--- src/rtl/vg_pkg.sv ---
// Shared definitions for the vector generator: opcodes, sequencer states,
// command field layout and the rate-multiplier sweep length.
package vg_pkg;

   localparam int VG_BRM_PERIOD = 64;
   localparam int VG_LEN_W      = 12;

   localparam logic [1:0] VG_OP_NOP  = 2'b00;
   localparam logic [1:0] VG_OP_LOAD = 2'b01;
   localparam logic [1:0] VG_OP_DRAW = 2'b10;
   localparam logic [1:0] VG_OP_HALT = 2'b11;

   // cmd_data layout: [39:38] op, [37] beam_en, [36] rsvd, [35:24] x, [23:12] y, [11:0] len
   localparam int CMD_W    = 40;
   localparam int OP_HI    = 39;
   localparam int OP_LO    = 38;
   localparam int BEAM_BIT = 37;
   localparam int RSVD_BIT = 36;
   localparam int X_HI     = 35;
   localparam int X_LO     = 24;
   localparam int Y_HI     = 23;
   localparam int Y_LO     = 12;
   localparam int LEN_LO   = 0;

   typedef enum logic [2:0] {
      VG_IDLE,
      VG_LOAD,
      VG_SETUP,
      VG_DRAW,
      VG_END,
      VG_HALTED
   } vg_state_t;

endpackage

--- src/rtl/vg_draw_timer.sv ---
// Loadable down-counter that times a DRAW; zero_o flags the final cycle.
module vg_draw_timer #(
   parameter int TIMER_W = 18
) (
   input  logic               clk,
   input  logic               reset,
   input  logic               load_i,
   input  logic               en_i,
   input  logic [TIMER_W-1:0] load_val_i,
   output logic               zero_o
);

   logic [TIMER_W-1:0] count_q, count_d;

   always_comb begin
      count_d = count_q;
      if (load_i) begin
         count_d = load_val_i;
      end else if (en_i && (count_q != '0)) begin
         count_d = count_q - TIMER_W'(1);
      end
   end

   always_ff @(posedge clk or negedge reset) begin
      if (!reset) begin
         count_q <= '0;
      end else begin
         count_q <= count_d;
      end
   end

   assign zero_o = (count_q == '0);

endmodule

--- src/rtl/vector_sequencer.sv ---
// Command-side sequencer for the X/Y position counters: turns LOAD/DRAW/HALT
// commands into dv_x/dv_y, go, haltstrobe and timer0 with registered outputs.
module vector_sequencer
   import vg_pkg::*;
#(
   parameter int BRM_PERIOD = VG_BRM_PERIOD,
   parameter int LEN_W      = VG_LEN_W
) (
   input  logic             clk,
   input  logic             reset,
   input  logic             cmd_valid,
   output logic             cmd_ready,
   input  logic [CMD_W-1:0] cmd_data,
   input  logic             abort,
   input  logic             restart,
   output logic [11:0]      dv_x,
   output logic [11:0]      dv_y,
   output logic             go,
   output logic             haltstrobe,
   output logic             timer0,
   output logic             beam_on,
   output logic             busy
);

   localparam int TIMER_W = LEN_W + $clog2(BRM_PERIOD);

   vg_state_t          state_q, state_d;
   logic               cmd_ready_q, go_q, haltstrobe_q, timer0_q, beam_on_q, busy_q;
   logic [11:0]        dv_x_q, dv_y_q;
   logic               beam_en_q;
   logic [LEN_W-1:0]   len_q;
   logic [1:0]         op;
   logic               accept;
   logic               timer_zero;
   logic [TIMER_W-1:0] timer_load_val;
   logic               unused_rsvd;

   assign op          = cmd_data[OP_HI:OP_LO];
   assign accept      = cmd_valid && cmd_ready_q;
   assign unused_rsvd = cmd_data[RSVD_BIT];

   // Loaded with one less than the period count so that zero marks the last DRAW cycle.
   assign timer_load_val = TIMER_W'(len_q) * TIMER_W'(BRM_PERIOD) - TIMER_W'(1);

   vg_draw_timer #(
      .TIMER_W (TIMER_W)
   ) u_draw_timer (
      .clk        (clk),
      .reset      (reset),
      .load_i     (state_q == VG_SETUP),
      .en_i       (state_q == VG_DRAW),
      .load_val_i (timer_load_val),
      .zero_o     (timer_zero)
   );

   always_comb begin
      state_d = state_q;
      case (state_q)
         VG_IDLE: begin
            if (accept) begin
               case (op)
                  VG_OP_LOAD: state_d = VG_LOAD;
                  VG_OP_DRAW: state_d = VG_SETUP;
                  VG_OP_HALT: state_d = VG_HALTED;
                  default:    state_d = VG_IDLE;
               endcase
            end
         end
         VG_LOAD:   state_d = VG_IDLE;
         VG_SETUP:  state_d = (abort || (len_q == '0)) ? VG_END : VG_DRAW;
         VG_DRAW:   state_d = (abort || timer_zero) ? VG_END : VG_DRAW;
         VG_END:    state_d = VG_IDLE;
         VG_HALTED: state_d = restart ? VG_IDLE : VG_HALTED;
         default:   state_d = VG_IDLE;
      endcase
   end

   // Outputs are decoded from the next state so they line up with state_q.
   always_ff @(posedge clk or negedge reset) begin
      if (!reset) begin
         state_q      <= VG_IDLE;
         cmd_ready_q  <= 1'b0;
         go_q         <= 1'b0;
         haltstrobe_q <= 1'b0;
         timer0_q     <= 1'b0;
         beam_on_q    <= 1'b0;
         busy_q       <= 1'b0;
         dv_x_q       <= '0;
         dv_y_q       <= '0;
         beam_en_q    <= 1'b0;
         len_q        <= '0;
      end else begin
         state_q      <= state_d;
         cmd_ready_q  <= (state_d == VG_IDLE);
         busy_q       <= (state_d != VG_IDLE);
         go_q         <= (state_d == VG_DRAW);
         timer0_q     <= (state_d == VG_DRAW);
         beam_on_q    <= (state_d == VG_DRAW) && beam_en_q;
         haltstrobe_q <= (state_d == VG_LOAD);
         if (accept && ((op == VG_OP_LOAD) || (op == VG_OP_DRAW))) begin
            dv_x_q    <= cmd_data[X_HI:X_LO];
            dv_y_q    <= cmd_data[Y_HI:Y_LO];
            beam_en_q <= cmd_data[BEAM_BIT];
            len_q     <= cmd_data[LEN_LO +: LEN_W];
         end
      end
   end

   assign cmd_ready  = cmd_ready_q;
   assign dv_x       = dv_x_q;
   assign dv_y       = dv_y_q;
   assign go         = go_q;
   assign haltstrobe = haltstrobe_q;
   assign timer0     = timer0_q;
   assign beam_on    = beam_on_q;
   assign busy       = busy_q;

endmodule
--- config.mk ---
export PLATFORM = sky130hd
export DESIGN_NAME = vector_sequencer
export DESIGN_NICKNAME = d
export VERILOG_FILES = /design/src/rtl/vg_pkg.sv /design/src/rtl/vg_draw_timer.sv /design/src/rtl/vector_sequencer.sv
export SDC_FILE = /design/constraint.sdc
export NUM_CORES = 1
export LEC_CHECK = 0
export ABC_AREA = 1
export CAP_MARGIN = 20
export CORE_AREA = 2 2 89 91
export CTS_CLUSTER_DIAMETER = 30
export DETAILED_ROUTE_END_ITERATION = 6
export DIE_AREA = 0 0 91 93
export PLACE_DENSITY_LB_ADDON = 0.15
export SETUP_SLACK_MARGIN = 0.4
export SLEW_MARGIN = 20
export SYNTH_ARGS = -nofsm -noshare
export SYNTH_HDL_FRONTEND = slang
export SYNTH_SLANG_ARGS = --single-unit
--- constraint.sdc ---
create_clock -name clk -period 1.8 [get_ports clk]
set_clock_uncertainty 0.05 [all_clocks]
set_input_delay 0.54 -clock clk [delete_from_list [all_inputs] [get_ports clk]]
set_output_delay 0.54 -clock clk [all_outputs]
set_load 0.02 [all_outputs]
==> results by group, run 1 <==
Status
  • Status: finished, final reports clean

Final layout
  • Layout fillers: 612
  • Design Area, Final: 5220 sq um
  • Share of layout cells above drive strength 1: 42.1%
  • Post-Layout Cell Count: 596
  • Diode count: 0
  • Nets: 540
  • Area Overhead vs Synth: 59.9%
  • Most frequent cells in the layout: nand2_1 (61), dfrtp_1 (61), buf_4 (41)

Detailed routing
  • DRT Pass-1 Iters: 4
  • 1st-iter DRT viols: 131
  • Post-route ant nets: 0
  • Top routing layer in use: met4
  • Total routed wirelength: 8630 microns
  • Vias/cell: 4.91
  • Vias post-DR: 2926
  • Routed wl met2: 4340 microns
  • Avg WL per Cell: 14.5 microns
  • # DRC: 0
  • Metal1 wirelength: 3620 microns
  • Metal3 WL: 516 microns

Pwr
  • Comb pwr share: 49.1%
  • LEAKAGE: 2.41 nW
  • Worst VDD drop: 0.914 mV
  • Psw: 0.00313 W
  • Pwr Density: 1560 nW/um^2
  • Sequential Power Share: 32.1%
  • Clock share of power: 18.7%
  • Internal power: 0.00500 W
  • Switching Share: 38.5%

Floorplan
  • Die X: 91 microns
  • IO Count: 75
  • # rows: 32
  • Chip Height: 93 microns
  • Initial Util: 43.4%
  • Core area: 7530 sq um
  • Die area: 8460 sq um

Global route
  • Initial antenna violation count: 0
  • Global-route wire length before repair: 14100 microns
  • Global route total overflow: 0
  • GRT Total Usage: 21.2%
  • Largest net degree at the start of global routing: 64
  • Vias in the first global route: 3057

Synth
  • Syn_nets: 416
  • Register area share after synthesis: 48.3%
  • Post-synthesis sequential element count: 63
  • Ys Warns: 0
  • Mapped cell area: 3260 sq um
  • Syn Area/Cell: 8.94 sq um
  • Cell variety after synth: 30
  • Mapped Cells: 365

STA
  • Setup TNS: 0 ps
  • Final setup violating endpoints: 0
  • Slew headroom: 76.9%
  • Max-slew violations: 0
  • RSZ-0062 raised after global routing: true
  • Post-layout min period: 1550 ps
  • Tcrit/Tclk final: 86.0%
  • Fmax: 646 MHz
  • Worst-Margin Slew: 347 ps
  • Hold Fails Final Rpt: 0

CTS
  • CTS tree: yes
  • H-Tree Depth: 3
  • CTS sink count: 63
  • Post-CTS Hold Buffers: 0
  • Clock tree buffer depth: 2
  • Clk_lat worst skew: 350 ps
  • Clk slew on worst S/H paths: 80 ps
  • Num CTS Buffers: 9
  • Clock Tree Root: clkbuf_8

Setup path
  • Startpoint Class: register
  • Required @ worst endpoint: 1970 ps
  • Worst Setup End Kind: register
  • Worst EP arrival: 1720 ps
  • Critical path class: register to register
  • Largest fanout on the critical path: 7

Min path
  • Worst min path class: input port to async pin

Placement
  • Dpl cells: 544
  • Port bufs: 73
  • RePlAce Congestion: 0.840
  • Area post-placement: 4350 sq um
  • DP HPWL: 5390 microns

Run
  • Max_cap viols: 0
## flip-flops by register name, indices dropped and copies added, names as in the netlist
name                  cells
cmd_ready                 1
busy                      1
beam_en_q                 1
state_q                   3
len_q                    12
timer0                    1
u_draw_timer.count_q     18
dv_y                     12
haltstrobe                1
dv_x                     12
beam_on                   1
## final timing paths
check / from / to / slack (ps) / cells after the start
worst max-delay path: u_draw_timer.count_q[1] / u_draw_timer.count_q[5] / 250 / 9
worst min-delay path: reset / u_draw_timer.count_q[12] / 140 / 2
worst max register to register: u_draw_timer.count_q[1] / u_draw_timer.count_q[5] / 250 / 9
worst min register to register: beam_en_q / beam_on / 440 / 2
max in group asynchronous: reset / len_q[5] / 1250 / 2
min in group clk: beam_en_q / beam_on / 440 / 2
## cell families after synthesis
logic type,Yosys count,share of synthesized area [%]
muxes,28,9.66
xor gates and xnor gates,6,1.61
adders and majority gates,6,2.30
DFF,63,48.3
AOI/OAI and AO/OA,36,6.60
and+or+nand+nor,180,25.7
buffers and inverters,46,5.83
## stage by stage
step,power [W],util [%],hold slack (ps),setup WS (ps)
5_1_grt,0.00860,69.3,165,186
4_1_cts,0.00778,66.2,162,241
2_1_floorplan,0.00451,-,194,282
6_report,0.00813,69.3,135,252
3_3_place_gp,0.00558,57.8,433,-525
3_5_place_dp,0.00566,57.8,442,-529
## power by group through the flow
stage | logic, W | registers (W) | clock network (W)
2_1_floorplan | 0.00170 | 0.00281 | 0
3_3_place_gp | 0.00309 | 0.00250 | 0
3_5_place_dp | 0.00315 | 0.00250 | 0
4_1_cts | 0.00368 | 0.00256 | 0.00154
5_1_grt | 0.00432 | 0.00268 | 0.00160
6_report | 0.00399 | 0.00261 | 0.00152
## synth_stat cells
| library cell | instances | area share (%) |
|---|---|---|
| dfrtp_1 | 63 | 48 |
| o21ai_2 | 2 | 0.54 |
| nor2_2 | 5 | 0.96 |
| nand2_2 | 3 | 0.58 |
| o21bai_1 | 2 | 0.46 |
| a21oi_1 | 11 | 1.7 |
| a21boi_0 | 1 | 0.23 |
| xnor2_1 | 2 | 0.54 |
| buf_2 | 5 | 0.77 |
| nand3_2 | 7 | 2.1 |
| nand4_1 | 4 | 0.77 |
| buf_4 | 1 | 0.23 |
| inv_1 | 35 | 4.0 |
| clkinv_1 | 1 | 0.11 |
| mux2_2 | 28 | 9.7 |
| xor2_1 | 4 | 1.1 |
| nor3_1 | 5 | 0.77 |
| nand3b_1 | 3 | 0.69 |
| o21ai_0 | 14 | 2.1 |
| clkbuf_1 | 2 | 0.23 |
| inv_2 | 1 | 0.11 |
| nand2_1 | 70 | 8.1 |
| o211ai_1 | 5 | 1.2 |
| ha_1 | 6 | 2.3 |
| nand3_1 | 33 | 5.1 |
| nand2_4 | 2 | 0.69 |
| buf_6 | 1 | 0.35 |
| o211ai_2 | 1 | 0.38 |
| nor2_1 | 46 | 5.3 |
| nor2_4 | 2 | 0.69 |
## per-layer routing
metal / GRT usage, % / up-vias
li1: - / 1448
met1: 24.4 / 1390
met2: 36.5 / 76
met3: 6.20 / 12
met4: 9.97 / 0
met5: 0 / -
## area by class of cell
class                           count  area (sq um)  share of cell area, %
Timing Repair Buffer              117          1130                   21.6
Multi-Input combinational cell    261          1960                   37.6
Clock inverter                      7           121                   2.33
Inverter                           37           175                   3.36
Sequential cell                    63          1580                   30.3
Clock buffer                        9           124                   2.37
Tap cell                          102           128                   2.45
## worst max-delay path, stage by stage (launching register included)
cell     delay, ps
dfrtp_1        360
inv_2           50
ha_4           160
nand2_4         80
nor2_4          50
nand3_4        100
nand2_8         90
buf_8          150
o21ai_0        210
nand3_2         90
## repair_timing
item                                    in CTS  in global routing
endpoints found under the setup margin      93                 73
resized for setup                          235                 34
pin swaps                                   25                 16
setup buffers                               16                 15
endpoints found under the hold margin        0                  0
gates cloned                                 5                  0
No activity file was read; power rests on OpenSTA's default activity.
==> inputs of run 2 (changes only) <==
- TNS_END_PERCENT: unset -> 5
==> run 2 against run 1 <==
Sequential cell count did not move. Routed wire length up 1.4%. Combinational power decreased by 8.5%. Non-clock buffer count fell by 11. Count of clock-buffer cells in the layout grew 2. Core utilization is 1.7 points lower. Setup slack worse by 53 ps. Final cell count fell by 1.5%. Hold slack better by 25 ps. Total power shrank 6.7%. Sequential share of layout area is 0.76 points higher.
==> results by group, run 2 (same netlist as run 1, synthesis figures left out) <==
Final layout
  • Share of layout cells above drive strength 1: 38.6% (-3.5 points)
  • Nets: 531 (-1.7%)
  • Most frequent cells in the layout: nand2_1 (62), dfrtp_1 (62), clkdlybuf4s50_1 (39)
  • Diode count: 0 (unchanged)
  • Largest register FFs: 18 (unchanged)
  • Area Overhead vs Synth: 55.9%
  • Top reg by flops: u_draw_timer.count_q
  • Design Area, Final: 5090 sq um (-2.5%)
  • Layout fillers: 630 (+2.9%)

Detailed routing
  • # DRC: 0 (unchanged)
  • Total routed wirelength: 8750 microns (+1.4%)
  • Post-route ant nets: 0 (unchanged)
  • 1st-iter DRT viols: 144 (+9.9%)
  • Vias post-DR: 2956 (+1.0%)
  • Avg WL per Cell: 14.9 microns (+2.9%)
  • Vias/cell: 5.04 (+2.6%)
  • DRT Pass-1 Iters: 4 (unchanged)

Placement
  • DP HPWL: 5310 microns (-1.4%)
  • Area post-placement: 4350 sq um (about the same)
  • RePlAce Congestion: 0.833 (-0.83%)
  • Worst slack, placed: -472 ps (+57.7 ps)
  • Port bufs: 73 (unchanged)

CTS
  • H-Tree Depth: 3 (unchanged)
  • Clock Tree Root: clkbuf_8
  • Num CTS Buffers: 9 (unchanged)
  • Clk slew on worst S/H paths: 70 ps (about the same)
  • Clock tree buffer depth: 2 (unchanged)
  • CTS tree: yes
  • Clk_lat worst skew: 340 ps (about the same)
  • Post-CTS Hold Buffers: 0 (unchanged)
  • CTS sink count: 63 (unchanged)

STA
  • Fmax: 625 MHz (-3.3%)
  • Post-layout min period: 1600 ps (+52.8 ps)
  • RSZ-0062 raised after global routing: true
  • Tcrit/Tclk final: 88.9% (+2.9 points)
  • Hold Fails Final Rpt: 0 (unchanged)
  • Final worst slack: 199 ps (-52.8 ps)
  • Final setup violating endpoints: 0 (unchanged)
  • Worst-Margin Slew: 350 ps (+2.92 ps)
  • Max-slew violations: 0 (unchanged)
  • Setup TNS: 0 ps (unchanged)
  • Slew headroom: 76.7% (-0.19 points)

Floorplan
  • Core area: 7530 sq um (unchanged)
  • Die X: 91 microns (unchanged)
  • # rows: 32 (unchanged)
  • Die area: 8460 sq um (unchanged)
  • Chip Height: 93 microns (unchanged)
  • IO Count: 75 (unchanged)
  • Initial Util: 43.4% (unchanged)

Pwr
  • Power, Total: 0.00758 W (-6.7%)
  • Pwr Density: 1490 nW/um^2 (-4.3%)
  • LEAKAGE: 2.31 nW (-4.1%)
  • Internal power: 0.00461 W (-7.7%)
  • Sequential Power Share: 33.5% (+1.4 points)
  • Psw: 0.00297 W (-5.1%)
  • Clock share of power: 18.4% (-0.3 points)
  • Worst VDD drop: 0.910 mV (-0.41%)
  • Comb pwr share: 48.2% (-0.9 points)
  • Switching Share: 39.2% (+0.66 points)

Setup path
  • Critical path class: register to register
  • Required @ worst endpoint: 1960 ps (about the same)
  • Worst EP arrival: 1760 ps (+40 ps)
  • Largest fanout on the critical path: 5 (-2)
  • Max incr delay on CP: 440 ps (+80 ps)
  • Cell Chain, Critical Path: nor2_2 -> nand2_2 -> nor2_4 -> nand3_4 -> nand2_8 -> buf_6 -> nor2_4 -> nand3_2 -> nand3_1
  • CP most frequent cell: nor2_4
  • Startpoint Class: register
  • Worst Setup End Kind: register
  • Slowest-stage cell, CP: dfrtp_1

Global route
  • Initial antenna violation count: 0 (unchanged)
  • Largest net degree at the start of global routing: 64 (unchanged)
  • GRT Total Usage: 21.4% (+0.16 points)
  • Global route total overflow: 0 (unchanged)
  • Global-route wire length before repair: 14200 microns (+0.53%)
  • Vias in the first global route: 3044 (-0.43%)

Min path
  • Worst min path class: input port to async pin

Run
  • Max_cap viols: 0 (unchanged)

Status
  • Status: finished, final reports clean
[run 2: changes by cell type in the layout (fill, tap and decap cells not counted), sizes merged]
cell / before / now
buf: 77 / 39
bufinv: 3 / 2
clkbuf: 9 / 11
clkdlybuf4s15: 0 / 27
clkinv: 5 / 3
clkinvlp: 1 / 2
nand2: 80 / 82
[run 2: critical path, delay by kind of cell, from the launching register on]
| family | cells | cell delay (ps) |
|---|---|---|
| and+or+nand+nor | 8 | 860 |
| buffers and inverters | 1 | 130 |
| DFF | 1 | 440 |
[run 2: cell type report]
class / count / area [sq um] / share of cell area, %
Multi-Input combinational cell: 263 / 1940 / 38.1
Inverter: 37 / 168 / 3.30
Tap cell: 102 / 128 / 2.51
Clock buffer: 11 / 141 / 2.78
Sequential cell: 63 / 1580 / 31.0
Clock inverter: 5 / 81.3 / 1.60
Timing Repair Buffer: 106 / 1050 / 20.7
[run 2: path summary, 6_finish.rpt]
| check | startpoint | end | slack [ps] | depth (start not counted) |
|---|---|---|---|---|
| worst min register to register | beam_en_q | beam_on | 440 | 2 |
| min in group clk | beam_en_q | beam_on | 440 | 2 |
| max in group asynchronous | reset | u_draw_timer.count_q[11] | 1260 | 2 |
| worst max register to register | u_draw_timer.count_q[6] | u_draw_timer.count_q[5] | 200 | 9 |
| worst max-delay path | u_draw_timer.count_q[6] | u_draw_timer.count_q[5] | 200 | 9 |
| worst min-delay path | reset | cmd_ready | 160 | 2 |
[run 2: per-layer routing]
layer  vias up  routed length [microns]  GRT usage, %
li1       1440                        -             -
met5         -                        0             0
met3        11                      558          6.77
met2        80                     4450          36.8
met1      1425                     3610          25.5
met4         0                      125          6.94
[run 2: what timing repair did]
| item | 4_1_cts | 5_1_grt |
|---|---|---|
| pin swaps | 20 | 10 |
| endpoints found under the setup margin | 93 | 93 |
| gates resized for setup | 147 | 33 |
| buffers inserted | 13 | 4 |
| cloned | 7 | 0 |
[run 2: stage by stage]
| stage | hold slack [ps] | cells | util (%) |
|---|---|---|---|
| after floorplan | 194 | 365 | - |
| after global placement | 424 | 547 | 57.7 |
| after detailed placement | 442 | 547 | 57.7 |
| after CTS | 160 | 583 | 65.8 |
| after global routing | 172 | 587 | 67.6 |
| final | 160 | 587 | 67.6 |
[run 2: power by group through the flow]
| stage | logic [W] | clock network [W] | registers (W) |
|---|---|---|---|
| after floorplan | 0.00165 | 0 | 0.00281 |
| after global placement | 0.00306 | 0 | 0.00250 |
| after detailed placement | 0.00314 | 0 | 0.00249 |
| after CTS | 0.00347 | 0.00141 | 0.00250 |
| after global routing | 0.00396 | 0.00148 | 0.00262 |
| final | 0.00365 | 0.00139 | 0.00254 |
==> RTL change, RTL diff (settings of run 1) <==
Re-encode `vg_state_t` (6 states) as Gray code, 3 bits wide.
--- a/src/rtl/vg_pkg.sv
+++ b/src/rtl/vg_pkg.sv
@@ -23,12 +23,12 @@
    localparam int LEN_LO   = 0;
 
    typedef enum logic [2:0] {
-      VG_IDLE,
-      VG_LOAD,
-      VG_SETUP,
-      VG_DRAW,
-      VG_END,
-      VG_HALTED
+      VG_IDLE   = 3'b000,
+      VG_LOAD   = 3'b001,
+      VG_SETUP  = 3'b011,
+      VG_DRAW   = 3'b010,
+      VG_END    = 3'b110,
+      VG_HALTED = 3'b111
    } vg_state_t;
 
 endpackage
Formal check against the unedited RTL: same outputs for any inputs over 10 cycles, from zero or initial values and one cycle with reset low; not proved beyond that.
==> RTL change against run 1 <==
- critical path depth fell by 1
- synthesized area fell by 1.3%
- final area fell by 0.79%
- total power rose by 9.3%
- wire length rose by 2.5%
- sequential share of layout area rose by 0.19 points
- sequential cell count did not move
- worst setup slack improved by 0.0081 ns
- highest routed layer unchanged
==> RTL change: results (changes against run 1) <==
stage	metric	value	unit	change
setup_path	Slowest-stage cell, CP	dfrtp_1		unchanged
final_layout	share of post-route cells with drive strength above 1	41.7	%	was 42.1%
run_status	status	complete, no violations		unchanged
place	Post-Place Setup Slack	-0.520	ns	was -0.529 ns
power_and_ir_drop	LEAKAGE	0.00246	uW	was 0.00241 uW
yosys	Netlist cell types	29		was 30
setup_path	highest net fanout along the worst path	7		unchanged
yosys	Post-synth ARST share	100	%	unchanged
yosys	Compound-Gate Fraction of Synth Area	7.65	%	was 6.60%
yosys	post-synthesis mux area share	9.79	%	was 9.66%
clock_network	Post-CTS Setup Inserts	16		unchanged
yosys	Syn Nets	416		unchanged
power_and_ir_drop	VDD IR max	0.000975	V	was 0.000914 V
power_and_ir_drop	P_int	5350	uW	was 5000 uW
yosys	Avg Cell Area, Syn	8.85	sq um	was 8.94 sq um
global_route	first-pass GRT wire length	13.9	mm	was 14.1 mm
setup_path	worst reg2reg path depth	8		was 9
yosys	post-synthesis adder-cell area fraction	2.72	%	was 2.30%
clock_network	Gates resized, CTS repair	235		unchanged
place	placer congestion estimate	0.817		was 0.840
place	post-DP HPWL	5.53	mm	was 5.39 mm
yosys	Yosys Warn Count	0		unchanged
power_and_ir_drop	cell area power density	1720	nW/um^2	was 1560 nW/um^2
clock_network	clock latency on the worst-skew pair	0.35	ns	about the same
detailed_routing	DR vias/cell	5.04		was 4.91
yosys	register area share after synthesis	48.9	%	was 48.3%
global_route	total global-route track usage	21.1	%	was 21.2%
clock_network	clock transition at the registers of the reported paths	0.07	ns	
yosys	top cells by count, synth	nand2_1, dfrtp_1, nor2_1		unchanged
global_route	initial antenna violation count	0		unchanged
place	IO Port Bufs	73		unchanged
detailed_routing	DRC marker count from the first detailed-route iteration	99		was 131
place	DP Area	4360	sq um	was 4350 sq um
setup_path	Worst EP arrival	1.72	ns	about the same
global_route	number of global-route vias before repair	2991		was 3057
final_layout	Filler cells	612		unchanged
final_layout	fin nets	541		was 540
yosys	XOR/XNOR share of the synthesized area	1.63	%	was 1.61%
yosys	largest cells by area after synthesis	dfrtp_1, mux2_2, nand2_1, nor2_1, inv_1		was dfrtp_1, mux2_2, nand2_1, nor2_1, nand3_1
setup_path	Critical path origin	u_draw_timer.count_q[12]$_DFFE_PN0P_		was u_draw_timer.count_q[1]$_DFFE_PN0P_
sta	worst slew pin tran	0.308	ns	was 0.347 ns
global_route	largest net degree at the start of global routing	28		was 64
global_route	remaining global-route overflow	0		unchanged
place	dpl cells	548		was 544
setup_path	slowest stage delay, CP	0.41	ns	was 0.36 ns
clock_network	# H-tree levels	3		unchanged
power_and_ir_drop	Clk pwr share	17.6	%	was 18.7%
power_and_ir_drop	Comb. pwr	4660	uW	was 3990 uW
detailed_routing	drt wl/cell	14.8	um	was 14.5 um
sta	Period minus WS final	1.54	ns	was 1.55 ns
clock_network	clock root buffer	clkbuf_8		unchanged
## RTL change: changes by cell type in the layout (fill, tap and decap cells not counted), moves of 3 or more
cell	run 1	this run
nand2_1	61	52
o21ai_2	2	9
nand3_2	11	5
inv_1	23	28
buf_4	41	37
inv_2	7	11
nand3_4	5	2
nor2_2	14	17
nor2_4	12	9
## RTL change: layout make-up
class | instances | area, sq um | share of cell area (%)
Clock buffer | 10 | 138 | 2.66
Clock inverter | 6 | 116 | 2.25
Inverter | 44 | 195 | 3.77
Multi-Input combinational cell | 255 | 1890 | 36.6
Sequential cell | 63 | 1580 | 30.4
Tap cell | 102 | 128 | 2.46
Timing Repair Buffer | 116 | 1130 | 21.8
## RTL change: worst paths after layout
| path | endpoint | slack (ns) |
|---|---|---|
| setup / recovery | u_draw_timer.count_q[14]$_DFFE_PN0P_ | 0.26 |
| max in group asynchronous | u_draw_timer.count_q[4]$_DFFE_PN0P_ | 1.23 |
| hold / removal | busy$_DFF_PN0_ | 0.03 |
| setup reg to reg | u_draw_timer.count_q[14]$_DFFE_PN0P_ | 0.26 |
| hold reg to reg | beam_on$_DFF_PN0_ | 0.44 |
| min in group clk | beam_on$_DFF_PN0_ | 0.44 |
## RTL change: routing by layer
layer / GRT usage [%] / up-vias / part of all wire, %
met2: 35.9 / 88 / 51
met1: 24.7 / 1444 / 41
met4: 8.46 / 0 / 1.7
met5: 0 / - / 0
li1: - / 1458 / -
met3: 6.85 / 13 / 6.6
## RTL change: worst reg2reg max path: stages, from the launching register on
cell and delay (ns):
dfrtp_1 0.41, nor2_2 0.16, nand2_2 0.08, nor2_4 0.18, nand3_4 0.11, nand2_8 0.15
nand2_8 0.10, o211ai_1 0.12, o21ai_2 0.07
